<file path="src/rtl/mul_share_arb_if.sv">
`default_nettype none
// ============================================================================
//  Module      : mul_share_arb_if
//  Description : Bundle of every requester-side and multiplier-side signal of
//                the shared-multiplier arbiter.
//                  slave  : arbiter view (takes requests, drives the multiplier
//                           operands, returns results)
//                  master : environment view (requesters plus the multiplier)
//  Signals     : req[NREQ]          per-requester operation request
//                req_in_1[NREQ*53]  operand A, requester i at [i*53+:53]
//                req_in_2[NREQ*27]  operand B, requester i at [i*27+:27]
//                gnt[NREQ]          one-hot grant (same cycle as accepted req)
//                mul_en             shared multiplier enable
//                mul_in_1[53]       operand A to multiplier
//                mul_in_2[27]       operand B to multiplier
//                mul_out[80]        multiplier product, LAT cycles after mul_en
//                rvld[NREQ]         one-hot result valid
//                rslt[80]           registered product broadcast
//                inflight[NREQ*4]   per-requester outstanding count, [i*4+:4]
//  Revision    : 1.0 - initial release
// ============================================================================
interface mul_share_arb_if #(
  parameter int NREQ = 2
);
  logic [NREQ-1:0]    req;
  logic [NREQ*53-1:0] req_in_1;
  logic [NREQ*27-1:0] req_in_2;
  logic [NREQ-1:0]    gnt;
  logic               mul_en;
  logic [52:0]        mul_in_1;
  logic [26:0]        mul_in_2;
  logic [79:0]        mul_out;
  logic [NREQ-1:0]    rvld;
  logic [79:0]        rslt;
  logic [NREQ*4-1:0]  inflight;

  modport slave (
    input  req, req_in_1, req_in_2, mul_out,
    output gnt, mul_en, mul_in_1, mul_in_2, rvld, rslt, inflight
  );

  modport master (
    output req, req_in_1, req_in_2, mul_out,
    input  gnt, mul_en, mul_in_1, mul_in_2, rvld, rslt, inflight
  );
endinterface
`default_nettype wire

</file>
<file path="src/rtl/mul_share_arb.sv">
`default_nettype none
// ============================================================================
//  Module      : mul_share_arb
//  Description : Shares one fully pipelined 53x27 multiplier (fixed latency
//                LAT) between NREQ requesters. Grants at most one request per
//                cycle, round-robin (RR=1) or lowest-index-first (RR=0), with
//                a cap of MAXOUT outstanding operations per requester. A tag
//                pipeline remembers who issued each operation so the product
//                can be returned with a one-hot per-requester valid.
//  Ports       : clk    - clock, all state on rising edge
//                reset  - asynchronous, active-low reset
//                bus    - mul_share_arb_if.slave (requests, multiplier, results)
//  Revision    : 1.0 - initial release
// ============================================================================
module mul_share_arb #(
  parameter int NREQ   = 2,
  parameter int LAT    = 3,
  parameter int MAXOUT = 2,
  parameter int RR     = 1
) (
  input  logic           clk,
  input  logic           reset,
  mul_share_arb_if.slave bus
);

  localparam int              c_IW   = (NREQ > 1) ? $clog2(NREQ) : 1;
  localparam logic [3:0]      c_MAX  = 4'(MAXOUT);
  localparam logic [c_IW-1:0] c_LAST = c_IW'(NREQ - 1);

  // --------------------------------------------------------------------------
  // State
  // --------------------------------------------------------------------------
  logic [c_IW-1:0] r_ptr;
  logic [3:0]      r_cnt   [NREQ];
  logic [LAT-1:0]  r_tag_v;
  logic [c_IW-1:0] r_tag_i [LAT];
  logic [NREQ-1:0] r_rvld;
  logic [79:0]     r_rslt;

  // --------------------------------------------------------------------------
  // Combinational
  // --------------------------------------------------------------------------
  logic [NREQ-1:0] w_elig;
  logic            w_hit;
  logic [c_IW-1:0] w_widx;
  logic            w_en;
  logic [NREQ-1:0] w_gnt;
  logic [52:0]     w_a;
  logic [26:0]     w_b;
  logic [NREQ-1:0] w_done;

  // A completion in the current cycle is not visible here: the counter only
  // drops on the following edge, so the freed slot is usable next cycle.
  generate
    for (genvar gi = 0; gi < NREQ; gi++) begin : g_elig
      assign w_elig[gi] = bus.req[gi] & (r_cnt[gi] < c_MAX);
    end
  endgenerate

  // Search NREQ candidates starting at the pointer (RR) or at index 0 (fixed
  // priority); the first eligible candidate wins.
  always_comb begin
    logic [c_IW-1:0] k;
    w_hit  = 1'b0;
    w_widx = '0;
    k      = '0;
    for (int off = 0; off < NREQ; off++) begin
      if (RR != 0) begin
        k = c_IW'((int'(r_ptr) + off) % NREQ);
      end else begin
        k = c_IW'(off);
      end
      if (!w_hit && w_elig[k]) begin
        w_hit  = 1'b1;
        w_widx = k;
      end
    end
  end

  // Grant is suppressed for as long as reset is held.
  assign w_en = w_hit & reset;

  always_comb begin
    w_gnt = '0;
    if (w_en) begin
      w_gnt[w_widx] = 1'b1;
    end
  end

  // AND-OR operand mux; gnt is one-hot, and all-zero gives zero operands.
  always_comb begin
    w_a = '0;
    w_b = '0;
    for (int i = 0; i < NREQ; i++) begin
      w_a = w_a | ({53{w_gnt[i]}} & bus.req_in_1[i*53 +: 53]);
      w_b = w_b | ({27{w_gnt[i]}} & bus.req_in_2[i*27 +: 27]);
    end
  end

  // Tag at the last stage corresponds to the product currently on mul_out.
  always_comb begin
    w_done = '0;
    if (r_tag_v[LAT-1]) begin
      w_done[r_tag_i[LAT-1]] = 1'b1;
    end
  end

  // --------------------------------------------------------------------------
  // Round-robin pointer: moves just past the winner, holds when idle.
  // --------------------------------------------------------------------------
  always_ff @(posedge clk or negedge reset) begin
    if (!reset) begin
      r_ptr <= '0;
    end else if (w_en) begin
      r_ptr <= (w_widx == c_LAST) ? '0 : w_widx + 1'b1;
    end
  end

  // --------------------------------------------------------------------------
  // Tag pipeline: {valid, requester index} travels alongside the multiplier.
  // --------------------------------------------------------------------------
  always_ff @(posedge clk or negedge reset) begin
    if (!reset) begin
      r_tag_v <= '0;
      for (int s = 0; s < LAT; s++) begin
        r_tag_i[s] <= '0;
      end
    end else begin
      r_tag_v[0] <= w_en;
      r_tag_i[0] <= w_widx;
      for (int s = 1; s < LAT; s++) begin
        r_tag_v[s] <= r_tag_v[s-1];
        r_tag_i[s] <= r_tag_i[s-1];
      end
    end
  end

  // --------------------------------------------------------------------------
  // Result register: product is captured only when a tagged op completes,
  // otherwise the last product is held.
  // --------------------------------------------------------------------------
  always_ff @(posedge clk or negedge reset) begin
    if (!reset) begin
      r_rvld <= '0;
      r_rslt <= '0;
    end else begin
      r_rvld <= w_done;
      if (r_tag_v[LAT-1]) begin
        r_rslt <= bus.mul_out;
      end
    end
  end

  // --------------------------------------------------------------------------
  // In-flight counters: up on grant, down on returned result, unchanged when
  // both happen in the same cycle. The decrement is guarded so a stray rvld
  // can never wrap the counter.
  // --------------------------------------------------------------------------
  always_ff @(posedge clk or negedge reset) begin
    if (!reset) begin
      for (int i = 0; i < NREQ; i++) begin
        r_cnt[i] <= '0;
      end
    end else begin
      for (int i = 0; i < NREQ; i++) begin
        case ({w_gnt[i], r_rvld[i]})
          2'b10: r_cnt[i] <= r_cnt[i] + 4'd1;
          2'b01: begin
            if (r_cnt[i] != 4'd0) begin
              r_cnt[i] <= r_cnt[i] - 4'd1;
            end
          end
          default: r_cnt[i] <= r_cnt[i];
        endcase
      end
    end
  end

  // --------------------------------------------------------------------------
  // Outputs
  // --------------------------------------------------------------------------
  assign bus.gnt      = w_gnt;
  assign bus.mul_en   = w_en;
  assign bus.mul_in_1 = w_a;
  assign bus.mul_in_2 = w_b;
  assign bus.rvld     = r_rvld;
  assign bus.rslt     = r_rslt;

  generate
    for (genvar gi = 0; gi < NREQ; gi++) begin : g_inflight
      assign bus.inflight[gi*4 +: 4] = r_cnt[gi];
    end
  endgenerate

endmodule
`default_nettype wire
</file>
<file path="src/flat_wrapper.sv">
// flat-port wrapper written by rule: the top's interface ports become plain ports
module mul_share_arb_flat 
#(
  parameter int NREQ   = 2,
  parameter int LAT    = 3,
  parameter int MAXOUT = 2,
  parameter int RR     = 1
)
  (clk, reset, bus_req, bus_req_in_1, bus_req_in_2, bus_mul_out, bus_gnt, bus_mul_en, bus_mul_in_1, bus_mul_in_2, bus_rvld, bus_rslt, bus_inflight);
  mul_share_arb_if #(.NREQ(NREQ)) bus_i ();
  input  logic clk;
  input  logic reset;
  input wire logic [$bits(bus_i.req)-1:0] bus_req;
  input wire logic [$bits(bus_i.req_in_1)-1:0] bus_req_in_1;
  input wire logic [$bits(bus_i.req_in_2)-1:0] bus_req_in_2;
  input wire logic [$bits(bus_i.mul_out)-1:0] bus_mul_out;
  output wire logic [$bits(bus_i.gnt)-1:0] bus_gnt;
  output wire logic [$bits(bus_i.mul_en)-1:0] bus_mul_en;
  output wire logic [$bits(bus_i.mul_in_1)-1:0] bus_mul_in_1;
  output wire logic [$bits(bus_i.mul_in_2)-1:0] bus_mul_in_2;
  output wire logic [$bits(bus_i.rvld)-1:0] bus_rvld;
  output wire logic [$bits(bus_i.rslt)-1:0] bus_rslt;
  output wire logic [$bits(bus_i.inflight)-1:0] bus_inflight;
  assign bus_i.req = bus_req;
  assign bus_i.req_in_1 = bus_req_in_1;
  assign bus_i.req_in_2 = bus_req_in_2;
  assign bus_i.mul_out = bus_mul_out;
  assign bus_gnt = bus_i.gnt;
  assign bus_mul_en = bus_i.mul_en;
  assign bus_mul_in_1 = bus_i.mul_in_1;
  assign bus_mul_in_2 = bus_i.mul_in_2;
  assign bus_rvld = bus_i.rvld;
  assign bus_rslt = bus_i.rslt;
  assign bus_inflight = bus_i.inflight;
  mul_share_arb #(.NREQ(NREQ), .LAT(LAT), .MAXOUT(MAXOUT), .RR(RR)) u_core (.clk(clk), .reset(reset), .bus(bus_i));
endmodule
</file>
<file path="config.mk">
export PLATFORM = sky130hd
export DESIGN_NAME = mul_share_arb_flat
export DESIGN_NICKNAME = d
export VERILOG_FILES = /design/src/rtl/mul_share_arb_if.sv /design/src/rtl/mul_share_arb.sv /design/src/flat_wrapper.sv
export SDC_FILE = /design/constraint.sdc
export NUM_CORES = 1
export LEC_CHECK = 0
export ABC_AREA = 1
export CAP_MARGIN = 5
export CORE_AREA = 2 2 162 164
export DETAILED_ROUTE_END_ITERATION = 8
export DIE_AREA = 0 0 164 166
export HOLD_SLACK_MARGIN = 0.15
export PLACE_DENSITY_LB_ADDON = 0.12
export SETUP_SLACK_MARGIN = 0.4
export SKIP_CTS_REPAIR_TIMING = 1
export SYNTH_ARGS = -nofsm -noshare
export SYNTH_HDL_FRONTEND = slang
export SYNTH_SLANG_ARGS = --single-unit
</file>
<file path="constraint.sdc">
create_clock -name clk -period 1.7 [get_ports clk]
set_clock_uncertainty 0.1 [all_clocks]
set_input_delay 0.17 -clock clk [delete_from_list [all_inputs] [get_ports clk]]
set_output_delay 0.17 -clock clk [all_outputs]
set_load 0.005 [all_outputs]
</file>
==> key figures, run 1 <==
Floorplan
  • Core ar.: 25620 sq um
  • Die X-Extent: 164 microns
  • Ports: 417
  • Initial Utilization: 18.10%
  • Row count: 59
  • DIE AREA: 27220 sq um
  • Die Y: 166 microns

Worst setup path
  • CP max stage cell: dfrtp_1
  • Worst Path Arrival: 2.09 ns
  • Startpoint Class: register
  • CP max stage delay: 0.41 ns
  • CP cell instances: nor2_4 -> nand4_1 -> nand2_4 -> inv_4 -> nand2_8 -> clkinv_8 -> buf_6 -> clkbuf_16 -> a22o_1 -> clkbuf_2
  • CP Capture Type: output port
  • WP data required: 1.43 ns
  • Crit path max fanout: 8
  • CP Class: reg -> out

Synth
  • Register area share after synthesis: 52.36%
  • Mapped Avg Cell Area: 8.730 sq um
  • Mapped Area: 4636 sq um
  • Yosys warnings: 0
  • Top cells by area, synth: dfrtp_1 52%, nand2_1 21%, a22o_1 15%
  • Area leader, netlist: dfrtp_1
  • Synth top area share: 52.36%
  • Net Count, Synth: 777
  • Synth Instances: 531
  • Post-synthesis cell type count: 25
  • Register bit total from synthesis: 97

Cells and area
  • Commonest non-fill, non-tap cell in the layout: nand2_1
  • Finished Layout Cells: 1348
  • Fillers: 2615
  • Share of layout cells above drive strength 1: 20.91%
  • Sequential cell area: 2432 sq um
  • Final nets: 1251
  • Most frequent cells in the layout: 258 x nand2_1, 242 x clkdlybuf4s50_1, 93 x dfrtp_1
  • Area growth from synthesis to layout: 122.0%
  • Area of the multi-input gates: 2017 sq um
  • Fin util: 40.17%

Drt
  • WL per Instance: 17.81 microns
  • Routed WL: 24010 microns
  • Starting DRT DRC Count: 206
  • Final routed DRC violation total: 0
  • Via density: 4.038
  • Antenna viol nets, final: 0
  • 1st-pass router iterations: 4
  • Vias post-DR: 5443

Place
  • Port Buffers: 416
  • Post-DP HPWL: 17830 microns
  • Placed Cells: 1286
  • GP Congestion: 0.7913

STA
  • Max_slew headroom: 49.54%
  • Total Neg Setup Slack: -48.76 ns
  • Final critical-path required period: 2.357 ns
  • Fmax: 0.4243 GHz
  • Endpoints failing hold: 18
  • Crit share post-route: 138.6%
  • Setup ws final: -0.6566 ns
  • Max Slew Vio Count: 0
  • RSZ-0062 raised after global routing: yes
  • Hold Slack: -0.02177 ns
  • Worst slew pin tran: 0.7569 ns
  • Setup Viol. Count Final: 91

Clocking
  • H-tree depth: 3
  • Clock slew at reported path FFs: 0.07 ns
  • Clock Path Buffers: 2
  • Number of CTS-inserted buffers: 9
  • Root Buffer: clkbuf_16
  • CTS tree: built
  • Worst skew pair latency: 0.35 ns
  • TritonCTS Sinks: 97

Global routing
  • Vias in the first global route: 5323
  • Total GRT Usage: 16.00%
  • First-pass GRT wire length: 32710 microns
  • Largest net degree at the start of global routing: 57
  • Initial antenna violation count: 4
  • Total gr overflow: 0

Power
  • Leak pwr: 4.646 nW
  • Pwr dens: 488.5 nW/um^2
  • Peak supply drop: 0.4273 mV

Hold path
  • Hold WC Path Type: in -> async

Outcome
  • Run status: finished, violations left
  • Failing checks: hold timing, setup timing

Run
  • Max_cap viols: 0
cell families (layout without fill, tap and decap cells):
group	Yosys count	count (layout)	synth area share (%)
adder cells (fa/ha/maj)	2	2	0.5397
AO/OA/AOI/OAI	85	85	15.82
buffers and inverters	57	535	5.992
XOR/XNOR	2	2	0.3779
other	0	4	0
AND/OR/NAND/NOR	288	288	24.91
flip-flops	97	97	52.36
where the power goes:
| group | internal [W] | switching, W | leakage, nW |
|---|---|---|---|
| Combinational | 0.000489 | 0.000150 | 3.60 |
| Sequential | 0.00231 | 0 | 0.904 |
| Clock | 0.00115 | 0.000934 | 0.140 |
| Total | 0.00394 | 0.00108 | 4.65 |
synthesized netlist by cell type:
master    instances
nand2_1         261
dfrtp_1          97
a22o_1           80
inv_1            19
clkbuf_1         15
nand3_1          13
buf_2             8
buf_6             6
inv_2             4
nand2_2           4
o21ai_0           3
a41oi_1           2
buf_1             2
buf_4             2
ha_1              2
nand2_4           2
nand3_2           2
xor2_1            2
clkinv_2          1
nand4_1           1
nor2_1            1
nor2_2            1
nor2_4            1
or2_1             1
or2_4             1
layout make-up:
| cell class | count | share of cell area [%] |
|---|---|---|
| Clock inverter | 5 | 0.6201 |
| Timing Repair Buffer | 495 | 48.49 |
| Inverter | 24 | 1.155 |
| Antenna cell | 4 | 0.09726 |
| Sequential cell | 97 | 23.64 |
| Tap cell | 335 | 4.073 |
| Multi-Input combinational cell | 377 | 19.60 |
| Clock buffer | 10 | 2.225 |
| Timing Repair inverter | 1 | 0.1094 |
state kept, by name, indices dropped and copies added (netlist names):
name,cells
u_core.r_tag_v,3
u_core.bus.rvld,2
u_core.r_ptr,1
u_core.r_tag_i,3
u_core.bus.inflight,8
u_core.bus.rslt,80
through the flow:
step           power, W  area (sq um)  setup WS (ns)  hold WS [ns]
2_1_floorplan  0.002352          4662       0.003225       -0.2256
3_3_place_gp   0.002992          9417        -0.6277       0.06712
3_5_place_dp   0.002988          9417        -0.6646       0.06877
4_1_cts        0.005125          9709        -0.9783       -0.3120
5_1_grt        0.005260         10290        -0.7237       0.05621
6_report       0.005027         10290        -0.6566      -0.02177
worst max-delay path, delay by kind of cell (launching register included):
kind	cells	cell delay, ns
AOI/OAI and AO/OA	1	0.26
buffers and inverters	5	0.51
DFF	1	0.41
and+or+nand+nor	4	0.55
path summary, 6_finish.rpt:
path | startpoint | end | slack [ns] | cells past startpoint
max reg2reg | u_core.bus.inflight[2] | u_core.bus.inflight[6] | -0.40 | 17
min | reset | u_core.bus.inflight[4] | -0.02 | 2
max in group asynchronous | reset | u_core.bus.rslt[34] | 0.53 | 3
min reg2reg | u_core.r_tag_v[1] | u_core.r_tag_v[2] | 0.25 | 0
min in group clk | u_core.r_tag_v[1] | u_core.r_tag_v[2] | 0.25 | 0
max | u_core.bus.inflight[2] | bus_mul_in_2[21] | -0.66 | 10
routing by layer:
layer	wire (microns)	up-vias	share of wire, %	global-route usage, %
li1	-	2695	-	-
met1	9258	2492	39	17.66
met2	12040	218	50	28.53
met3	1855	38	7.7	4.595
met4	855	0	3.6	6.522
met5	0	-	0	0
Note: power is estimated with default switching activity, not from simulation.
==> run 2: changes to the inputs <==
ABC_AREA = default   (was 1)
CORE_AREA = 2 2 160 162   (was 2 2 162 164)
DIE_AREA = 0 0 162 164   (was 0 0 164 166)
==> key figures, run 2 <==
Drt
  • Antenna viol nets, final: 0 (unchanged)
  • Vias post-DR: 4819 (-11%)
  • 1st-pass router iterations: 4 (unchanged)
  • Via density: 4.246 (+5.2%)
  • Final routed DRC violation total: 0 (unchanged)
  • Starting DRT DRC Count: 157 (-24%)
  • Routed WL: 25010 microns (+4.2%)
  • WL per Instance: 22.03 microns (+24%)

Worst setup path
  • CP Class: reg -> out
  • CP cell instances: or4b_4 -> buf_6 -> o211a_4 -> buf_12 -> a22o_1 -> clkdlybuf4s50_1
  • CP max stage delay: 0.53 ns (+0.12 ns)
  • CP max stage cell: or4b_4
  • Crit path max fanout: 21 (+13)
  • Reg2reg path depth: 10 (-7)
  • CP Capture Type: output port
  • Startpoint Class: register
  • Worst Path Arrival: 2.69 ns (+0.60 ns)
  • WP data required: 1.43 ns (about the same)

Synth
  • Register area share after synthesis: 53.68% (+1.3 points)
  • Asr flop ratio synth: 100.0% (unchanged)
  • Register bit total from synthesis: 97 (unchanged)
  • Post-synth EDFFs: 0 (unchanged)
  • Mapped Area: 4522 sq um (-2.5%)
  • Top cells by area, synth: dfrtp_1 54%, mux2_2 20%, a22o_1 15%
  • Most common cell in the synthesized netlist: dfrtp_1
  • Synth top area share: 53.68% (+1.3 points)
  • Post-synthesis cell type count: 37 (+48%)
  • Yosys warnings: 0 (unchanged)
  • Area leader, netlist: dfrtp_1
  • Mapped Avg Cell Area: 13.66 sq um (+56%)
  • Synth Instances: 331 (-38%)
  • Commonest cells post-synth: 97 x dfrtp_1, 80 x a22o_1, 80 x mux2_2
  • Post-synth top flop: dfrtp_1
  • Net Count, Synth: 577 (-26%)

Power
  • Pwr dens: 1231 nW/um^2 (+150%)
  • Leak pwr: 5.651 nW (+22%)
  • Sequential share of power: 31.2% (-15 points)
  • Internal power: 0.008852 W (+120%)
  • Power, Total: 0.01277 W (+150%)
  • Sw Share: 30.66% (+9.1 points)
  • Comb power frac: 52.9% (+40 points)
  • Peak supply drop: 0.4877 mV (+14%)
  • Clk network pwr share: 15.9% (-26 points)
  • P_sw: 0.003915 W (+260%)

Cells and area
  • Area growth from synthesis to layout: 129.4%
  • Most frequent cells in the layout: 244 x clkdlybuf4s50_1, 126 x dlymetal6s2s_1, 94 x dfrtp_1
  • Fin util: 41.79% (+1.6 points)
  • Sequential cell area: 2434 sq um (about the same)
  • Fillers: 2358 (-9.8%)
  • Share of layout cells above drive strength 1: 29.16% (+8.2 points)
  • Area of the multi-input gates: 2079 sq um (+3.1%)
  • Commonest non-fill, non-tap cell in the layout: clkdlybuf4s50_1
  • Finished Layout Cells: 1135 (-16%)
  • Max FFs per register: 80 (unchanged)
  • Final nets: 1040 (-17%)

Place
  • Placed Cells: 1083 (-16%)
  • Pre-CTS setup slack: -1.132 ns (-0.4670 ns)
  • Port Buffers: 416 (unchanged)
  • GP Congestion: 0.8718 (+10%)
  • Post-DP HPWL: 19490 microns (+9.3%)

STA
  • Setup ws final: -1.261 ns (-0.6043 ns)
  • Crit share post-route: 174.2% (+36 points)
  • Worst slew pin tran: 0.6414 ns (-0.1155 ns)
  • Final critical-path required period: 2.961 ns (+0.6043 ns)
  • RSZ-0062 raised after global routing: yes
  • Max Slew Vio Count: 0 (unchanged)
  • Max_slew headroom: 57.24% (+7.7 points)
  • Endpoints failing hold: 48 (+30)
  • Fmax: 0.3377 GHz (-20%)
  • Hold Slack: -0.04820 ns (-0.02643 ns)
  • Setup Viol. Count Final: 91 (unchanged)

Floorplan
  • Row count: 58 (-1.7%)
  • Die X-Extent: 162 microns (-1.2%)
  • Initial Utilization: 18.22% (+0.12 points)
  • Ports: 417 (unchanged)
  • Die Y: 164 microns (-1.2%)
  • DIE AREA: 26570 sq um (-2.4%)
  • Core ar.: 24820 sq um (-3.1%)

Global routing
  • Largest net degree at the start of global routing: 54 (-5.3%)
  • First-pass GRT wire length: 32160 microns (-1.7%)
  • Total gr overflow: 0 (unchanged)
  • Initial antenna violation count: 7 (+3)
  • Total GRT Usage: 16.80% (+0.80 points)
  • Vias in the first global route: 4929 (-7.4%)

Clocking
  • Clock Path Buffers: 2 (unchanged)
  • Root Buffer: clkbuf_16
  • TritonCTS Sinks: 97 (unchanged)
  • CTS tree: built
  • H-tree depth: 3 (unchanged)
  • Clock slew at reported path FFs: 0.08 ns (about the same)
  • Number of CTS-inserted buffers: 9 (unchanged)
  • Worst skew pair latency: 0.35 ns (about the same)

Run
  • Max_cap viols: 0 (unchanged)

Outcome
  • Run status: finished, violations left
  • Failing checks: hold timing, setup timing

Hold path
  • Hold WC Path Type: in -> async
run 2: changes by cell type in the layout (fill, tap and decap cells not counted), moves of 5 or more:
cell	previous run	this run
clkbuf_2	71	17
dlymetal6s2s_1	88	126
mux2_2	0	80
nand2_2	5	0
nand2_1	258	1
inv_1	16	4
nand3_1	11	0
buf_6	18	28
run 2: cell families after synthesis:
| group | share of synthesized area (%) |
|---|---|
| adder cells (fa/ha/maj) | 0.5533 |
| AND/OR/NAND/NOR | 2.850 |
| XOR/XNOR | 0.9684 |
| AO/OA/AOI/OAI | 18.43 |
| flip-flops | 53.68 |
| buffers and inverters | 3.597 |
| multiplexers | 19.92 |
run 2: layout make-up:
type	count	area share, %
Clock inverter	7	0.6514
Clock buffer	9	2.171
Antenna cell	6	0.1448
Tap cell	330	3.981
Multi-Input combinational cell	202	20.05
Inverter	5	0.1809
Timing Repair Buffer	479	49.36
Sequential cell	97	23.46
run 2: path summary, 6_finish.rpt:
path	startpoint	endpoint	slack, ns
setup / recovery	u_core.bus.inflight[2]	bus_mul_in_1[18]	-1.26
hold / removal	reset	u_core.r_tag_v[1]	-0.05
setup reg to reg	u_core.bus.inflight[2]	u_core.bus.inflight[6]	-0.92
hold reg to reg	u_core.r_tag_i[2]	u_core.r_tag_i[1]	0.25
max in group asynchronous	reset	u_core.bus.rslt[7]	0.68
min in group clk	reset	u_core.r_tag_v[0]	0.12
run 2: power by group through the flow:
stage | Combinational, W | Clock (W) | Sequential [W]
after floorplan | 0.00222 | 0 | 0.00416
after global routing | 0.00722 | 0.00223 | 0.00415
after CTS | 0.00668 | 0.00212 | 0.00402
after detailed placement | 0.00664 | 0 | 0.00407
final | 0.00675 | 0.00203 | 0.00399
after global placement | 0.00660 | 0 | 0.00401
run 2: worst max-delay path: cells and delay by family (launching register included):
family | cells | cell delay [ns]
compound gates | 2 | 0.57
buf+inv | 3 | 0.81
simple gates | 1 | 0.53
flops | 1 | 0.41
run 2: stage by stage:
step	area, sq um	TNS, ns
2_1_floorplan	4621	-26.85
3_3_place_gp	9334	-93.30
3_5_place_dp	9334	-92.59
4_1_cts	9627	-107.93
5_1_grt	10370	-83.96
6_report	10370	-76.91
run 2: metal layers:
metal | up-vias | track usage, % | wire length [microns]
li1 | 2211 | - | -
met3 | 33 | 6.768 | 2366
met1 | 2316 | 17.73 | 8717
met4 | 2 | 7.281 | 682
met5 | - | 0 | 13
met2 | 257 | 29.61 | 13230
